## config.mk

```make
export PLATFORM = sky130hd
export DESIGN_NAME = add_round_key_pipe
export DESIGN_NICKNAME = d
export VERILOG_FILES = /design/src/rtl/add_round_key_pipe.sv
export SDC_FILE = /design/constraint.sdc
export NUM_CORES = 2
export LEC_CHECK = 0
export CORE_MARGIN = 5
export CORE_UTILIZATION = 45
export CTS_CLUSTER_SIZE = 14
export DETAILED_ROUTE_END_ITERATION = 12
export SYNTH_ARGS = -nofsm -noshare
export SYNTH_HDL_FRONTEND = slang
export SYNTH_SLANG_ARGS = --single-unit
```

## constraint.sdc

```tcl
create_clock -name clk -period 83.1 [get_ports clk]
set_clock_uncertainty 0.05 [all_clocks]
set_input_delay 16.62 -clock clk [delete_from_list [all_inputs] [get_ports clk]]
set_output_delay 16.62 -clock clk [all_outputs]
set_load 0.05 [all_outputs]
```

## src/rtl/add_round_key_pipe.sv

```systemverilog
// Registered AddRoundKey stage: round-key bank with per-entry valid flags and one flow-controlled output register.
// Build option ARK_PASS_THROUGH_EN: an invalid/out-of-range key selection passes data_in through (err=1) instead of zeros.
module add_round_key_pipe #(
  parameter int DATA_WIDTH = 128,
  parameter int NUM_KEYS   = 11,
  parameter int KEY_IDX_W  = 4
) (
  input  logic                  clk,
  input  logic                  rst,
  input  logic                  key_wr_en,
  input  logic [KEY_IDX_W-1:0]  key_wr_idx,
  input  logic [DATA_WIDTH-1:0] key_wr_data,
  input  logic                  key_clr,
  input  logic [DATA_WIDTH-1:0] data_in,
  input  logic [KEY_IDX_W-1:0]  data_in_idx,
  input  logic                  data_in_vld,
  output logic                  data_in_rdy,
  output logic [DATA_WIDTH-1:0] block_data_out,
  output logic                  block_data_out_vld,
  input  logic                  block_data_out_rdy,
  output logic                  block_data_out_err
);

  logic [DATA_WIDTH-1:0] key_q [NUM_KEYS];
  logic [DATA_WIDTH-1:0] key_d [NUM_KEYS];
  logic [NUM_KEYS-1:0]   key_vld_q, key_vld_d;
  logic [DATA_WIDTH-1:0] out_q, out_d;
  logic                  vld_q, vld_d;
  logic                  err_q, err_d;

  logic                  key_hit;
  logic [DATA_WIDTH-1:0] key_sel;
  logic                  accept;

  // Lookup uses the pre-edge bank, so same-cycle writes/clears only affect later blocks.
  always_comb begin
    key_hit = 1'b0;
    key_sel = '0;
    for (int i = 0; i < NUM_KEYS; i++) begin
      if (data_in_idx == KEY_IDX_W'(i) && key_vld_q[i]) begin
        key_hit = 1'b1;
        key_sel = key_q[i];
      end
    end
  end

  always_comb begin
    key_d     = key_q;
    key_vld_d = key_vld_q;
    if (key_clr) begin
      for (int i = 0; i < NUM_KEYS; i++) key_d[i] = '0;
      key_vld_d = '0;
    end else if (key_wr_en) begin
      for (int i = 0; i < NUM_KEYS; i++) begin
        if (key_wr_idx == KEY_IDX_W'(i)) begin
          key_d[i]     = key_wr_data;
          key_vld_d[i] = 1'b1;
        end
      end
    end
  end

  assign data_in_rdy = !vld_q || block_data_out_rdy;
  assign accept      = data_in_vld && data_in_rdy;

  always_comb begin
    out_d = out_q;
    vld_d = vld_q;
    err_d = err_q;
    if (accept) begin
      vld_d = 1'b1;
      if (key_hit) begin
        out_d = data_in ^ key_sel;
        err_d = 1'b0;
      end else begin
`ifdef ARK_PASS_THROUGH_EN
        out_d = data_in;
`else
        out_d = '0;
`endif
        err_d = 1'b1;
      end
    end else if (vld_q && block_data_out_rdy) begin
      vld_d = 1'b0;
    end
  end

  always_ff @(posedge clk or posedge rst) begin
    if (rst) begin
      key_q     <= '{default: '0};
      key_vld_q <= '0;
      out_q     <= '0;
      vld_q     <= 1'b0;
      err_q     <= 1'b0;
    end else begin
      key_q     <= key_d;
      key_vld_q <= key_vld_d;
      out_q     <= out_d;
      vld_q     <= vld_d;
      err_q     <= err_d;
    end
  end

  assign block_data_out     = out_q;
  assign block_data_out_vld = vld_q;
  assign block_data_out_err = err_q;

endmodule

```

After elaboration in Yosys (flattened, before gate mapping):

Cells that the tools add are included.

* output and inout bits: 131
* flip-flop bits (word level): 1549
* input port bits: 270

* bitwise logic cells: 1
* equality and inequality tests: 20
* muxes and demuxes: 52
* reductions and logical operators: 41

Operators with widths (count)
* $mux 128: 23
* $mux 1408: 2
* $xor 128x128->128: 1
* $eq 4x3->1 const B: 8
* $reduce_bool 2->1: 13
* $mux 1: 25
* $eq 4x4->1 const B: 6
* $mux 11: 2
* $reduce_and 2->1: 11
* $eq 4x2->1 const B: 4
* $logic_and 1x1->1: 13
* $eq 4x1->1 const B: 2
* $logic_not 4->1: 2
* $logic_not 1->1: 1
* $logic_or 1x1->1: 1

Logic depth before layout (Yosys ltp):

* word-level depth: 15
* mapped depth: 11
* gate-level depth less buffers: 7

Worst setup path after synthesis:

OpenSTA, ideal clock, no wires.

* kind: input-to-output
* start point: in block_data_out_rdy
* end point: out data_in_rdy
* slack: 49.362 ns
* required time: 66.430 ns
* arrival time: 17.068 ns
* cell stages on the path: 1
* cell sequence: nand2b_1

* cells in the longest elaborated chain, start to end: 1

RTL lines
* start, declared: RTL line 20 `input logic block_data_out_rdy,`
* $logic_or 1x1->1: RTL line 63 `assign data_in_rdy = !vld_q || block_data_out_rdy;`
* end, declared: RTL line 17 `output logic data_in_rdy,`

Every way passes these cells.

Worst setup path in the final report:

Ends and elaborated chain as after synthesis.

==> metrics.txt <==
# TYPE chip_impl_metric gauge
chip_impl_metric{name="vdd.ir_drop.worst",unit="mV"} 0.0200
chip_impl_metric{name="synthAdderAreaFrac",unit="%"} 0
chip_impl_metric{name="critical_path_peak_fanout",unit=""} 4
chip_impl_metric{name="clk-insertion-delay-late",unit="ns"} 0.81
chip_impl_metric{name="port_buffers",unit=""} 400
chip_impl_metric{name="ff2ff_setup_slack",unit="ns"} 78.73
chip_impl_metric{name="hold_depth",unit=""} 2
chip_impl_info{name="largest_family_of_logic_cells_by_synthesized_area",value="compound AO/OA/AOI/OAI gates"} 1
chip_impl_metric{name="fin_util",unit="%"} 51.6
chip_impl_metric{name="initial_antenna_violation_count",unit=""} 26
chip_impl_metric{name="max-clock-path-buffers",unit=""} 3
chip_impl_metric{name="asyncSetResetFlopFracSynth",unit="%"} 100
chip_impl_metric{name="clkSinkCount",unit=""} 1549
chip_impl_metric{name="internal_power",unit="µW"} 1250
chip_impl_metric{name="clock_power_share",unit="%"} 47.5
chip_impl_info{name="synth_commonest_cells",value="sky130_fd_sc_hd__nand2_1 (2831), sky130_fd_sc_hd__a21oi_1 (1570), sky130_fd_sc_hd__dfrtp_1 (1549), sky130_fd_sc_hd__clkbuf_1 (705), sky130_fd_sc_hd__nor2_1 (291)"} 1
chip_impl_metric{name="finalNetCount",unit=""} 8378
chip_impl_metric{name="synth.distinct_cells",unit=""} 45
chip_impl_metric{name="design.portCount",unit=""} 401
chip_impl_metric{name="synth_compound_area_share",unit="%"} 20.2
chip_impl_metric{name="h_tree_levels",unit=""} 4
chip_impl_info{name="grt_setup_unrepaired",value="false"} 1
chip_impl_metric{name="max-cap-violations",unit=""} 0
chip_impl_metric{name="chipHeight",unit="µm"} 408
chip_impl_metric{name="max_slew_margin",unit="%"} 22.2
chip_impl_metric{name="holdWs",unit="ns"} 0.429
chip_impl_metric{name="synthMuxAreaShare",unit="%"} 1.85
chip_impl_metric{name="netlist_area",unit="mm²"} 0.0714
chip_impl_metric{name="detail_route.iter0.violations",unit=""} 7130
chip_impl_info{name="r2r-end",value="block_data_out[59]"} 1
chip_impl_metric{name="min_period_over_period",unit="%"} 41.9
chip_impl_metric{name="drt_wl_total",unit="µm"} 254000
chip_impl_metric{name="dr.pass1.iters",unit=""} 7
chip_impl_metric{name="simple_logic_cell_fraction_of_the_synthesized_area",unit="%"} 18.9
chip_impl_info{name="crit-reg2reg-launch",value="key_vld_q[1]"} 1
chip_impl_info{name="flip_flop_cell_with_the_highest_count_after_synthesis",value="sky130_fd_sc_hd__dfrtp_1"} 1
chip_impl_metric{name="post_synth_xor_area_fraction",unit="%"} 0.0245
chip_impl_info{name="tritoncts_clock_tree",value="built"} 1
chip_impl_metric{name="gr-total-overflow",unit=""} 0
chip_impl_metric{name="setup_viol",unit=""} 0
chip_impl_info{name="crit_path_end_kind",value="primary output"} 1
chip_impl_metric{name="grt_pass1_vias",unit=""} 61136
chip_impl_metric{name="cp.required",unit="ns"} 66.43
chip_impl_metric{name="synth_fp_nets",unit=""} 8507
chip_impl_metric{name="report.power.total",unit="µW"} 1650
chip_impl_metric{name="critical_path_arrival",unit="ns"} 18.14
chip_impl_metric{name="yosysSeqAreaShare",unit="%"} 54.3
chip_impl_metric{name="syn-mean-instance-area",unit="µm²"} 8.66
chip_impl_info{name="hp-class",value="reg2reg"} 1
chip_impl_info{name="critical_path.startpoint_type",value="input pin"} 1
chip_impl_metric{name="vias",unit=""} 61905
chip_impl_metric{name="fillers",unit=""} 14746
chip_impl_info{name="crit_path_end",value="data_in_rdy"} 1
chip_impl_metric{name="synthesis.yosys.warnings",unit=""} 0
chip_impl_metric{name="postCtsSetupRepairBufs",unit=""} 0
chip_impl_metric{name="grt_first_pass_wirelength",unit="µm"} 388000
chip_impl_metric{name="drtAntennaViolNets",unit=""} 0
chip_impl_metric{name="layout.area.seq",unit="mm²"} 0.0388
chip_impl_metric{name="worst-slew-pin-transition",unit="ns"} 1.17
chip_impl_metric{name="cts-buffers-inserted",unit=""} 172
chip_impl_info{name="yosys_top_cell_by_area",value="sky130_fd_sc_hd__dfrtp_1"} 1
chip_impl_metric{name="detailed_place_hpwl",unit="µm"} 132000
chip_impl_metric{name="placement.setup.worst_slack",unit="ns"} 48.30
chip_impl_metric{name="p_seq_share",unit="%"} 46.6
chip_impl_metric{name="initial_utilization",unit="%"} 45.2
chip_impl_metric{name="pwr-share-comb",unit="%"} 5.9
chip_impl_metric{name="power_switching",unit="µW"} 402
chip_impl_metric{name="number_of_synthesized_register_bits",unit=""} 1549
chip_impl_metric{name="timing_hold_violations_final",unit=""} 0
chip_impl_metric{name="post_cts.resized_instances",unit=""} 0
chip_impl_metric{name="p_leak",unit="µW"} 0.0344
chip_impl_metric{name="finalSetupTns",unit="ns"} 0
chip_impl_metric{name="fp.dieW",unit="µm"} 408
chip_impl_metric{name="wire_per_inst",unit="µm"} 24.6
chip_impl_metric{name="post-route-min-period",unit="ns"} 34.81
chip_impl_metric{name="globalRouteTotalUtil",unit="%"} 29.7
chip_impl_info{name="startpoint",value="block_data_out_rdy"} 1
chip_impl_metric{name="reg2regPathDepth",unit=""} 8
chip_impl_metric{name="power_density",unit="mW/mm²"} 20.2
chip_impl_metric{name="synth_top_area_share",unit="%"} 54.3
chip_impl_metric{name="standard_cell_core_area",unit="mm²"} 0.158
chip_impl_metric{name="min_setup_slack_post_route",unit="ns"} 48.29
chip_impl_metric{name="layout_cells_sized_above_1",unit="%"} 6.35
chip_impl_info{name="criticalPathCategory",value="in2out"} 1
chip_impl_metric{name="route.detailed.vias_per_inst",unit=""} 5.99
chip_impl_metric{name="syn2layout_area_growth",unit="%"} 14.3
chip_impl_info{name="yosysMostFrequentCell",value="sky130_fd_sc_hd__nand2_1"} 1
chip_impl_metric{name="path_clk_slew",unit="ns"} 0.06
chip_impl_metric{name="final_max_slew_viol_count",unit=""} 0
chip_impl_metric{name="grt_max_degree",unit=""} 168
chip_impl_metric{name="synth-edff-count",unit=""} 0
chip_impl_metric{name="sw_frac_of_total",unit="%"} 24.4
chip_impl_metric{name="synthesis.instances",unit=""} 8237
chip_impl_metric{name="max_freq",unit="MHz"} 28.7
chip_impl_info{name="outcome",value="complete, no violations"} 1
chip_impl_metric{name="cts_hold_buf",unit=""} 0
chip_impl_info{name="synth_top_cells_by_area",value="sky130_fd_sc_hd__dfrtp_1 (54%), sky130_fd_sc_hd__nand2_1 (15%), sky130_fd_sc_hd__a21oi_1 (11%)"} 1
chip_impl_info{name="clock-root-buffer",value="sky130_fd_sc_hd__clkbuf_16"} 1
chip_impl_metric{name="multi_input_area",unit="mm²"} 0.0295
chip_impl_metric{name="drcViolationCount",unit=""} 0
chip_impl_metric{name="design.die.area",unit="mm²"} 0.167
chip_impl_metric{name="row_count",unit=""} 146
chip_impl_metric{name="gp_congestion",unit=""} 0.773
## worst min path at each step
| stage | from | slack [ns] | endpoint |
|---|---|---|---|
| final | block_data_out[127] | 0.43 | block_data_out[127] |
| after global routing | block_data_out[122] | 0.46 | block_data_out[122] |
| after CTS | block_data_out[127] | 0.44 | block_data_out[127] |
| after detailed placement | block_data_out[127] | 0.42 | block_data_out[127] |
| after global placement | block_data_out[59] | 0.42 | block_data_out[59] |
| after floorplan | key_vld_q[5] | 0.41 | key_vld_q[5] |
## final cells by class
class / instances / share of cell area (%)
Timing Repair Buffer: 506 / 6.01
Clock buffer: 260 / 6.34
Tap cell: 2072 / 3.18
Antenna cell: 18 / 0.0552
Multi-Input combinational cell: 5878 / 36.1
Clock inverter: 53 / 0.762
Inverter: 1 / 0.0138
Sequential cell: 1549 / 47.5
## logic make-up after synthesis
logic type | count (synthesis)
DFF | 1549
xor gates and xnor gates | 2
AOI/OAI and AO/OA | 2321
and+or+nand+nor | 3423
muxes | 132
buffers and inverters | 810
## state kept, by name, indices dropped and copies added (netlist names)
name and count:
key_vld_q 11, key_q 1408, block_data_out_err 1, block_data_out 128, block_data_out_vld 1
## metal layers
layer	vias up	GRT usage, %	wire length, µm
met4	8	8.18	6030
li1	27702	-	-
met5	-	0	48
met3	397	6.40	23200
met1	30984	41.8	107000
met2	2814	46.9	117000
## per-stage QoR
step | area (µm²) | instances
final | 81600 | 10337
after global routing | 81600 | 10329
after CTS | 81500 | 10319
after detailed placement | 75700 | 10006
after global placement | 75700 | 10006
after floorplan | 71400 | 8237
## worst max-delay path, cell delays in order
cell and delay [ns]:
sky130_fd_sc_hd__clkdlybuf4s50_1 0.45, sky130_fd_sc_hd__nand2b_1 0.21, sky130_fd_sc_hd__clkdlybuf4s50_1 0.85
## power groups by stage
| stage | sequential [µW] | combinational (µW) | clock, µW |
|---|---|---|---|
| finish | 769 | 97.1 | 783 |
| global route | 770 | 106 | 824 |
| CTS | 769 | 97.5 | 793 |
| detailed placement | 783 | 97.2 | 0 |
| global placement | 782 | 95.9 | 0 |
| floorplan | 788 | 51.5 | 0 |
## cell usage in the layout, fill, tap and decap left out, types with 47 or more instances in the layout
master                            count
sky130_fd_sc_hd__o21ai_1             99
sky130_fd_sc_hd__a22oi_1            223
sky130_fd_sc_hd__nand2_1           2820
sky130_fd_sc_hd__a2111oi_2           99
sky130_fd_sc_hd__and3_1             128
sky130_fd_sc_hd__clkdlybuf4s50_1    399
sky130_fd_sc_hd__nor2_1             285
sky130_fd_sc_hd__a222oi_1           124
sky130_fd_sc_hd__a21oi_1           1570
sky130_fd_sc_hd__buf_4               98
sky130_fd_sc_hd__mux2i_1            130
sky130_fd_sc_hd__clkbuf_8            47
sky130_fd_sc_hd__nand3_1            106
sky130_fd_sc_hd__clkbuf_16          175
sky130_fd_sc_hd__dfrtp_1           1549
sky130_fd_sc_hd__a22o_1             122
Power figures use the tool's default switching activity.
